[config.mk]
export PLATFORM = sky130hd
export DESIGN_NAME = regs_debug_arbiter
export DESIGN_NICKNAME = d
export VERILOG_FILES = /design/src/rtl/pcpu_pkg.sv /design/src/rtl/regs_arb_port_mux.sv /design/src/rtl/regs_debug_arbiter.sv
export SDC_FILE = /design/constraint.sdc
export NUM_CORES = 1
export LEC_CHECK = 0
export ABC_AREA = 1
export BUFFER_PORTS_ARGS = -buffer_cell sky130_fd_sc_hd__buf_2
export CAP_MARGIN = 20
export CORE_ASPECT_RATIO = 1.75
export CORE_MARGIN = 4
export CORE_UTILIZATION = 46
export DETAILED_ROUTE_END_ITERATION = 16
export GPL_TIMING_DRIVEN = 1
export PLACE_DENSITY = 0.83
export SYNTH_ARGS = -nofsm -noshare
export SYNTH_HDL_FRONTEND = slang
export SYNTH_HIERARCHICAL = 1
export SYNTH_SLANG_ARGS = --single-unit
[constraint.sdc]
create_clock -name clk -period 6.8 [get_ports clk]
set_input_delay 1.36 -clock clk [delete_from_list [all_inputs] [get_ports clk]]
set_output_delay 1.36 -clock clk [all_outputs]
set_load 0.005 [all_outputs]
[src/rtl/pcpu_pkg.sv]
// Shared types for the register-file debug arbiter: FSM state encoding and the
// latched debug request.
package pcpu_pkg;

    localparam int unsigned REG_ADDR_W = 5;

    typedef enum logic [2:0] {
        RUN,
        DRAIN,
        HALTED,
        READ,
        WRITE,
        RESP
    } regs_arb_state_t;

    typedef struct packed {
        logic                  we;
        logic [REG_ADDR_W-1:0] addr;
        logic [31:0]           wdata;
    } dbg_reg_req_t;

endpackage

[src/rtl/regs_arb_port_mux.sv]
// Combinational selection of pipeline or latched debug signals onto the
// register-file ports, keyed by the arbiter state.
module regs_arb_port_mux
    import pcpu_pkg::*;
(
    input  regs_arb_state_t state,
    input  dbg_reg_req_t    req,
    input  logic [4:0]      pl_rs1_addr,
    input  logic [4:0]      pl_rs2_addr,
    input  logic [4:0]      pl_wt_addr,
    input  logic [31:0]     pl_wt_data,
    input  logic            pl_reg_write,
    output logic [4:0]      rf_rs1_addr,
    output logic [4:0]      rf_rs2_addr,
    output logic [4:0]      rf_wt_addr,
    output logic [31:0]     rf_wt_data,
    output logic            rf_reg_write
);

    always_comb begin
        rf_rs1_addr  = '0;
        rf_rs2_addr  = '0;
        rf_wt_addr   = '0;
        rf_wt_data   = '0;
        rf_reg_write = 1'b0;
        case (state)
            RUN, DRAIN: begin
                rf_rs1_addr  = pl_rs1_addr;
                rf_rs2_addr  = pl_rs2_addr;
                rf_wt_addr   = pl_wt_addr;
                rf_wt_data   = pl_wt_data;
                rf_reg_write = pl_reg_write;
            end
            READ: rf_rs1_addr = req.addr;
            WRITE: begin
                // x0 is hardwired zero, so the write strobe is suppressed for it
                rf_wt_addr   = req.addr;
                rf_wt_data   = req.wdata;
                rf_reg_write = (req.addr != '0);
            end
            default: ;
        endcase
    end

endmodule

[src/rtl/regs_debug_arbiter.sv]
// Shares the register file write port and Rs1 read port between the pipeline and
// a debug requester. Optional access counter: REGS_DEBUG_ARBITER_ACCESS_CNT_EN.
module regs_debug_arbiter
    import pcpu_pkg::*;
#(
    parameter int unsigned DRAIN_CYCLES = 3,
    parameter int unsigned CNT_W        = 16
) (
    input  logic             clk,
    input  logic             rst,
    input  logic [4:0]       pl_rs1_addr,
    input  logic [4:0]       pl_rs2_addr,
    input  logic [4:0]       pl_wt_addr,
    input  logic [31:0]      pl_wt_data,
    input  logic             pl_reg_write,
    output logic             pl_stall,
    input  logic             dbg_halt_req,
    output logic             dbg_halted,
    input  logic             dbg_req_valid,
    output logic             dbg_req_ready,
    input  logic             dbg_req_we,
    input  logic [4:0]       dbg_req_addr,
    input  logic [31:0]      dbg_req_wdata,
    output logic             dbg_rsp_valid,
    input  logic             dbg_rsp_ready,
    output logic [31:0]      dbg_rsp_rdata,
    output logic [4:0]       rf_rs1_addr,
    output logic [4:0]       rf_rs2_addr,
    output logic [4:0]       rf_wt_addr,
    output logic [31:0]      rf_wt_data,
    output logic             rf_reg_write,
    input  logic [31:0]      rf_rs1_data,
    output logic [CNT_W-1:0] dbg_access_cnt
);

    localparam int unsigned        DRAIN_W    = (DRAIN_CYCLES > 1) ? $clog2(DRAIN_CYCLES) : 1;
    localparam logic [DRAIN_W-1:0] DRAIN_LAST = DRAIN_W'(DRAIN_CYCLES - 1);

    regs_arb_state_t    state, state_next;
    logic [DRAIN_W-1:0] drain_cnt;
    dbg_reg_req_t       req;

    always_comb begin
        state_next = state;
        case (state)
            RUN:    if (dbg_halt_req) state_next = DRAIN;
            DRAIN:  if (drain_cnt == DRAIN_LAST) state_next = HALTED;
            // a pending request takes priority over a resume
            HALTED: if (dbg_req_valid) state_next = dbg_req_we ? WRITE : READ;
                    else if (!dbg_halt_req) state_next = RUN;
            READ, WRITE: state_next = RESP;
            RESP:   if (dbg_rsp_ready) state_next = HALTED;
            default: state_next = RUN;
        endcase
    end

    always_ff @(posedge clk or posedge rst) begin
        if (rst) begin
            state         <= RUN;
            drain_cnt     <= '0;
            req           <= '0;
            dbg_halted    <= 1'b0;
            dbg_rsp_valid <= 1'b0;
            dbg_rsp_rdata <= '0;
        end else begin
            state         <= state_next;
            drain_cnt     <= (state == DRAIN && state_next == DRAIN) ? drain_cnt + DRAIN_W'(1) : '0;
            dbg_halted    <= (state_next == HALTED) || (state_next == READ) ||
                             (state_next == WRITE)  || (state_next == RESP);
            dbg_rsp_valid <= (state_next == RESP);
            if (state == HALTED && dbg_req_valid)
                req <= '{we: dbg_req_we, addr: dbg_req_addr, wdata: dbg_req_wdata};
            if (state == READ)
                dbg_rsp_rdata <= (req.addr == '0) ? '0 : rf_rs1_data;
            else if (state == WRITE)
                dbg_rsp_rdata <= '0;
        end
    end

    // Stall rises combinationally with the halt request while still in RUN
    assign pl_stall      = (state != RUN) || (dbg_halt_req && !rst);
    assign dbg_req_ready = (state == HALTED);

    regs_arb_port_mux u_port_mux (
        .state        (state),
        .req          (req),
        .pl_rs1_addr  (pl_rs1_addr),
        .pl_rs2_addr  (pl_rs2_addr),
        .pl_wt_addr   (pl_wt_addr),
        .pl_wt_data   (pl_wt_data),
        .pl_reg_write (pl_reg_write),
        .rf_rs1_addr  (rf_rs1_addr),
        .rf_rs2_addr  (rf_rs2_addr),
        .rf_wt_addr   (rf_wt_addr),
        .rf_wt_data   (rf_wt_data),
        .rf_reg_write (rf_reg_write)
    );

`ifdef REGS_DEBUG_ARBITER_ACCESS_CNT_EN
    logic [CNT_W-1:0] access_cnt;

    always_ff @(posedge clk or posedge rst) begin
        if (rst)
            access_cnt <= '0;
        else if (state == RESP && dbg_rsp_ready && access_cnt != '1)
            access_cnt <= access_cnt + CNT_W'(1);
    end

    assign dbg_access_cnt = access_cnt;
`else
    assign dbg_access_cnt = '0;
`endif

endmodule
# Word-level counts from Yosys, hierarchy flattened
# Index checks and enable logic that the tools add are counted.
# word_totals
in_bits	123
regBits	76
word_cells	50
out_inout_bits	100
# classes
eq_ne	11
muxes	16
reduce_logical	15
add_sub_neg	1
# ops
cell	count
32-bit 2-to-1 mux	3
32-bit case mux with 2 select lines	1
5-bit case mux with 2 select lines	2
3-bit 2-to-1 mux	6
3-bit case mux with 5 select lines	1
3-bit by 2-bit equality test with 1-bit output, second input constant	4
3-bit equality test, second input constant	4
3-bit by 1-bit equality test with 1-bit output, second input constant	2
5-bit zero test	1
5-bit 2-to-1 mux	1
5-bit nonzero test	1
1-bit logical OR	4
2-bit OR reduction	2
1-bit logical AND	3
3-bit zero test	1
3-bit nonzero test	1
2-bit by 1-bit adder with 2-bit output, second input constant	1
2-bit equality test, second input constant	1
2-bit 2-to-1 mux	1
1-bit case mux with 2 select lines	1
2-bit nonzero test	1
1-bit zero test	1

# Depth between registers and ports, before layout
# logic_depth
depth_word	7
depth_mapped	8
depth_no_buf	7

# Cells and area by module
# Netlist, hierarchy kept.
# by_module_without_submodules
mod	area_per_inst_um2	cells_per_inst	instances
regs_debug_arbiter	3248.1	378	1
regs_arb_port_mux	656.9	150	1

# Worst setup path before layout
# Ideal clock, no wire load.
# synth_timing
path_kind	input port to output port
startpoint	input rst
endpoint	output pl_stall
setup_slack_ns	2.225
t_arrival_ns	3.215
stages	3
cell_sequence	inv_1 > nand2_1 > nand3_1
# synth_via
elab_chain_len	3
# synth_lines
element	line_no	source
start: declaration	regs_debug_arbiter.sv:10	input logic rst,
1-bit zero test	regs_debug_arbiter.sv:81	assign pl_stall = (state != RUN) || (dbg_halt_req && !rst);
1-bit logical AND	regs_debug_arbiter.sv:81	
1-bit logical OR	regs_debug_arbiter.sv:81	
end: declaration	regs_debug_arbiter.sv:16	output logic pl_stall,
# No other way between the ends.

# Final worst setup path
# layout_timing
startpoint	register state[1]
endpoint	output rf_rs2_addr[3]
# layout_via
elab_chain_len	3
elab_cells_between_ends	4
# layout_lines
element	line_no	source
start: declaration	regs_debug_arbiter.sv:39	regs_arb_state_t state, state_next;
start signal: assignment	regs_debug_arbiter.sv:66	state <= state_next;
3-bit by 1-bit equality test with 1-bit output or 3-bit zero test (tied branches)	regs_arb_port_mux.sv:26	case (state)
2-bit OR reduction (*)	regs_arb_port_mux.sv:26	
5-bit 2-to-1 mux (*)	regs_arb_port_mux.sv:26	
end: declaration	regs_debug_arbiter.sv:28	output logic [4:0] rf_rs2_addr,
# Mark *: on every way between the ends. The rest lies on a longest branch, timed or not.

==> results.sh <==
export IMPL_worstHoldPathType="flip-flop to flip-flop"
export IMPL_finalCritPeriodShare_pct=52.3
export IMPL_area_growth_pct=31.6
export IMPL_fin_worst_skew_ns=0.00464
export IMPL_critPathTopFamily="simple AND/OR/NAND/NOR gates"
export IMPL_reg2reg_depth=6
export IMPL_drt_vias_per_instance=4.78
export IMPL_io_pins=223
export IMPL_status="finished, final reports clean"
export IMPL_ir_drop_mv=0.231
export IMPL_tightest_slew_ns=1.04
export IMPL_r2r_start="state[2]"
export IMPL_ant_nets=0
export IMPL_rsz0062_at_grt="no"
export IMPL_syn_cell_area_um2=3870
export IMPL_cts_htree_levels=3
export IMPL_critPathMaxStageDelay_ns=0.75
export IMPL_slew_headroom_pct=30.3
export IMPL_place_area_um2=4790
export IMPL_clkLatencyLatePin_ns=0.33
export IMPL_p_leak_nw=3.23
export IMPL_track_usage_pct=21.1
export IMPL_cts_hold_buf=0
export IMPL_diodes=0
export IMPL_multiInputGateArea_um2=1630
export IMPL_drive_gt1_share_pct=33.8
export IMPL_cp_end_kind="output pin"
export IMPL_p_per_area_nw_per_um2=425
export IMPL_tns_ns=0
export IMPL_reg2reg_to="req[19]"
export IMPL_critPathKind="flip-flop to output pin"
export IMPL_cts_resized_gates=0
export IMPL_grt_max_degree=75
export IMPL_core_area_um2=8260
export IMPL_final_cell_mix="nand2_1 (290), buf_2 (206), dfrtp_1 (76), nand3_1 (42), inv_1 (21)"
export IMPL_fmax_mhz=281
export IMPL_cts_tree="built"
export IMPL_fillers=743
export IMPL_final_setup_viol_count=0
export IMPL_arrival_ns=2.19
export IMPL_grt_pass1_vias=3755
export IMPL_critPathSlowestCell="nor2_4"
export IMPL_place_gp_congestion=0.902
export IMPL_crit_required_ns=5.44
export IMPL_drc=0
export IMPL_drv_slew=0
export IMPL_crit_path_cell_trace="nor2_4, inv_1, nor2_1, buf_2"
export IMPL_post_cts_buffers=0
export IMPL_rrSetupSlack_ns=4.44
export IMPL_finalCriticalPeriod_ns=3.55
export IMPL_hold_path_endpoint="drain_cnt[0]"
export IMPL_clk_pin_slew_worst_paths_ns=0.06
export IMPL_cts_sinks=76
export IMPL_antenna_found_initial=0
export IMPL_wirelength_mm=10.6
export IMPL_grt_pass1_wl_mm=16.8
export IMPL_numCtsBuffers=9
export IMPL_final_common_cell="nand2_1"
export IMPL_timing_critical_path_from_type="flip-flop"
export IMPL_critical_path_peak_fanout=44
export IMPL_first_pass_iters=4
export IMPL_synth_warnings=6
export IMPL_clk_path_buf_depth=2
export IMPL_seq_area_um2=1900
export IMPL_syn_inst=525
export IMPL_avgSynthCellArea_um2=7.37
export IMPL_maxCapViolCount=0
export IMPL_finalHoldViolations=0
export IMPL_finalPower_mw=2.16
export IMPL_vias=3894
export IMPL_die_w_um=77.3
export IMPL_dieArea_um2=10000
export IMPL_fin_area_um2=5090
export IMPL_holdPathStages=1
export IMPL_port_buffers=206
export IMPL_drt_iter0_drc=169
export IMPL_die_h_um=129
export IMPL_wl_per_cell_um=13.0
export IMPL_start_util_pct=46.9
export IMPL_clockRootBuffer="clkbuf_16"
export IMPL_grt_overflow=0
export IMPL_layout_nets=841
export IMPL_hp_start="drain_cnt[0]"
export IMPL_dp_hpwl_mm=7.98
export IMPL_std_cell_rows=44
export IMPL_critical_path_buf_inv_count=2
==> state kept, by name, indices dropped and copies added (netlist names) <==
signal / cells
dbg_halted: 1
dbg_rsp_valid: 1
dbg_rsp_rdata: 32
state: 3
req: 37
drain_cnt: 2
==> final cells by class <==
type / instances / share of cell area (%)
Multi-Input combinational cell: 397 / 32.1
Timing Repair Buffer: 207 / 20.4
Clock inverter: 6 / 1.25
Clock buffer: 10 / 4.69
Sequential cell: 76 / 37.3
Tap cell: 92 / 2.26
Inverter: 26 / 1.99
==> through the flow <==
| stage | worst slack [ns] | hold slack, ns | utilization, % | cells |
|---|---|---|---|---|
| 4_1_cts | 3.23 | 0.439 | 61.7 | 814 |
| 3_3_place_gp | 3.60 | 0.412 | 58.0 | 798 |
| 3_5_place_dp | 3.58 | 0.432 | 58.0 | 798 |
| 5_1_grt | 2.99 | 0.468 | 61.7 | 814 |
| 2_1_floorplan | 2.25 | 0.403 | - | 540 |
| 6_report | 3.25 | 0.436 | 61.7 | 814 |
==> power breakdown <==
part / switching, mW / internal, mW
clock: 0.177 / 0.293
combinational: 0.546 / 0.357
sequential: 0.142 / 0.648
==> worst max path at each step <==
stage	to	slack (ns)	start	cells past startpoint
finish	rf_rs2_addr[3]	3.25	state[1]	4
global route	rf_rs2_addr[2]	2.99	state[1]	4
CTS	rf_rs2_addr[3]	3.23	state[1]	4
detailed placement	pl_stall	3.58	rst	5
global placement	pl_stall	3.60	rst	5
floorplan	pl_stall	2.25	rst	3
==> per-layer routing <==
metal | part of all wire (%) | up-vias | global-route usage (%)
met4 | 1.9 | 0 | 8.28
met2 | 52 | 174 | 38.5
li1 | - | 1947 | -
met5 | 0 | - | 0
met3 | 8.1 | 18 | 5.49
met1 | 38 | 1755 | 23.4
Note: power is estimated with default switching activity, not from simulation.
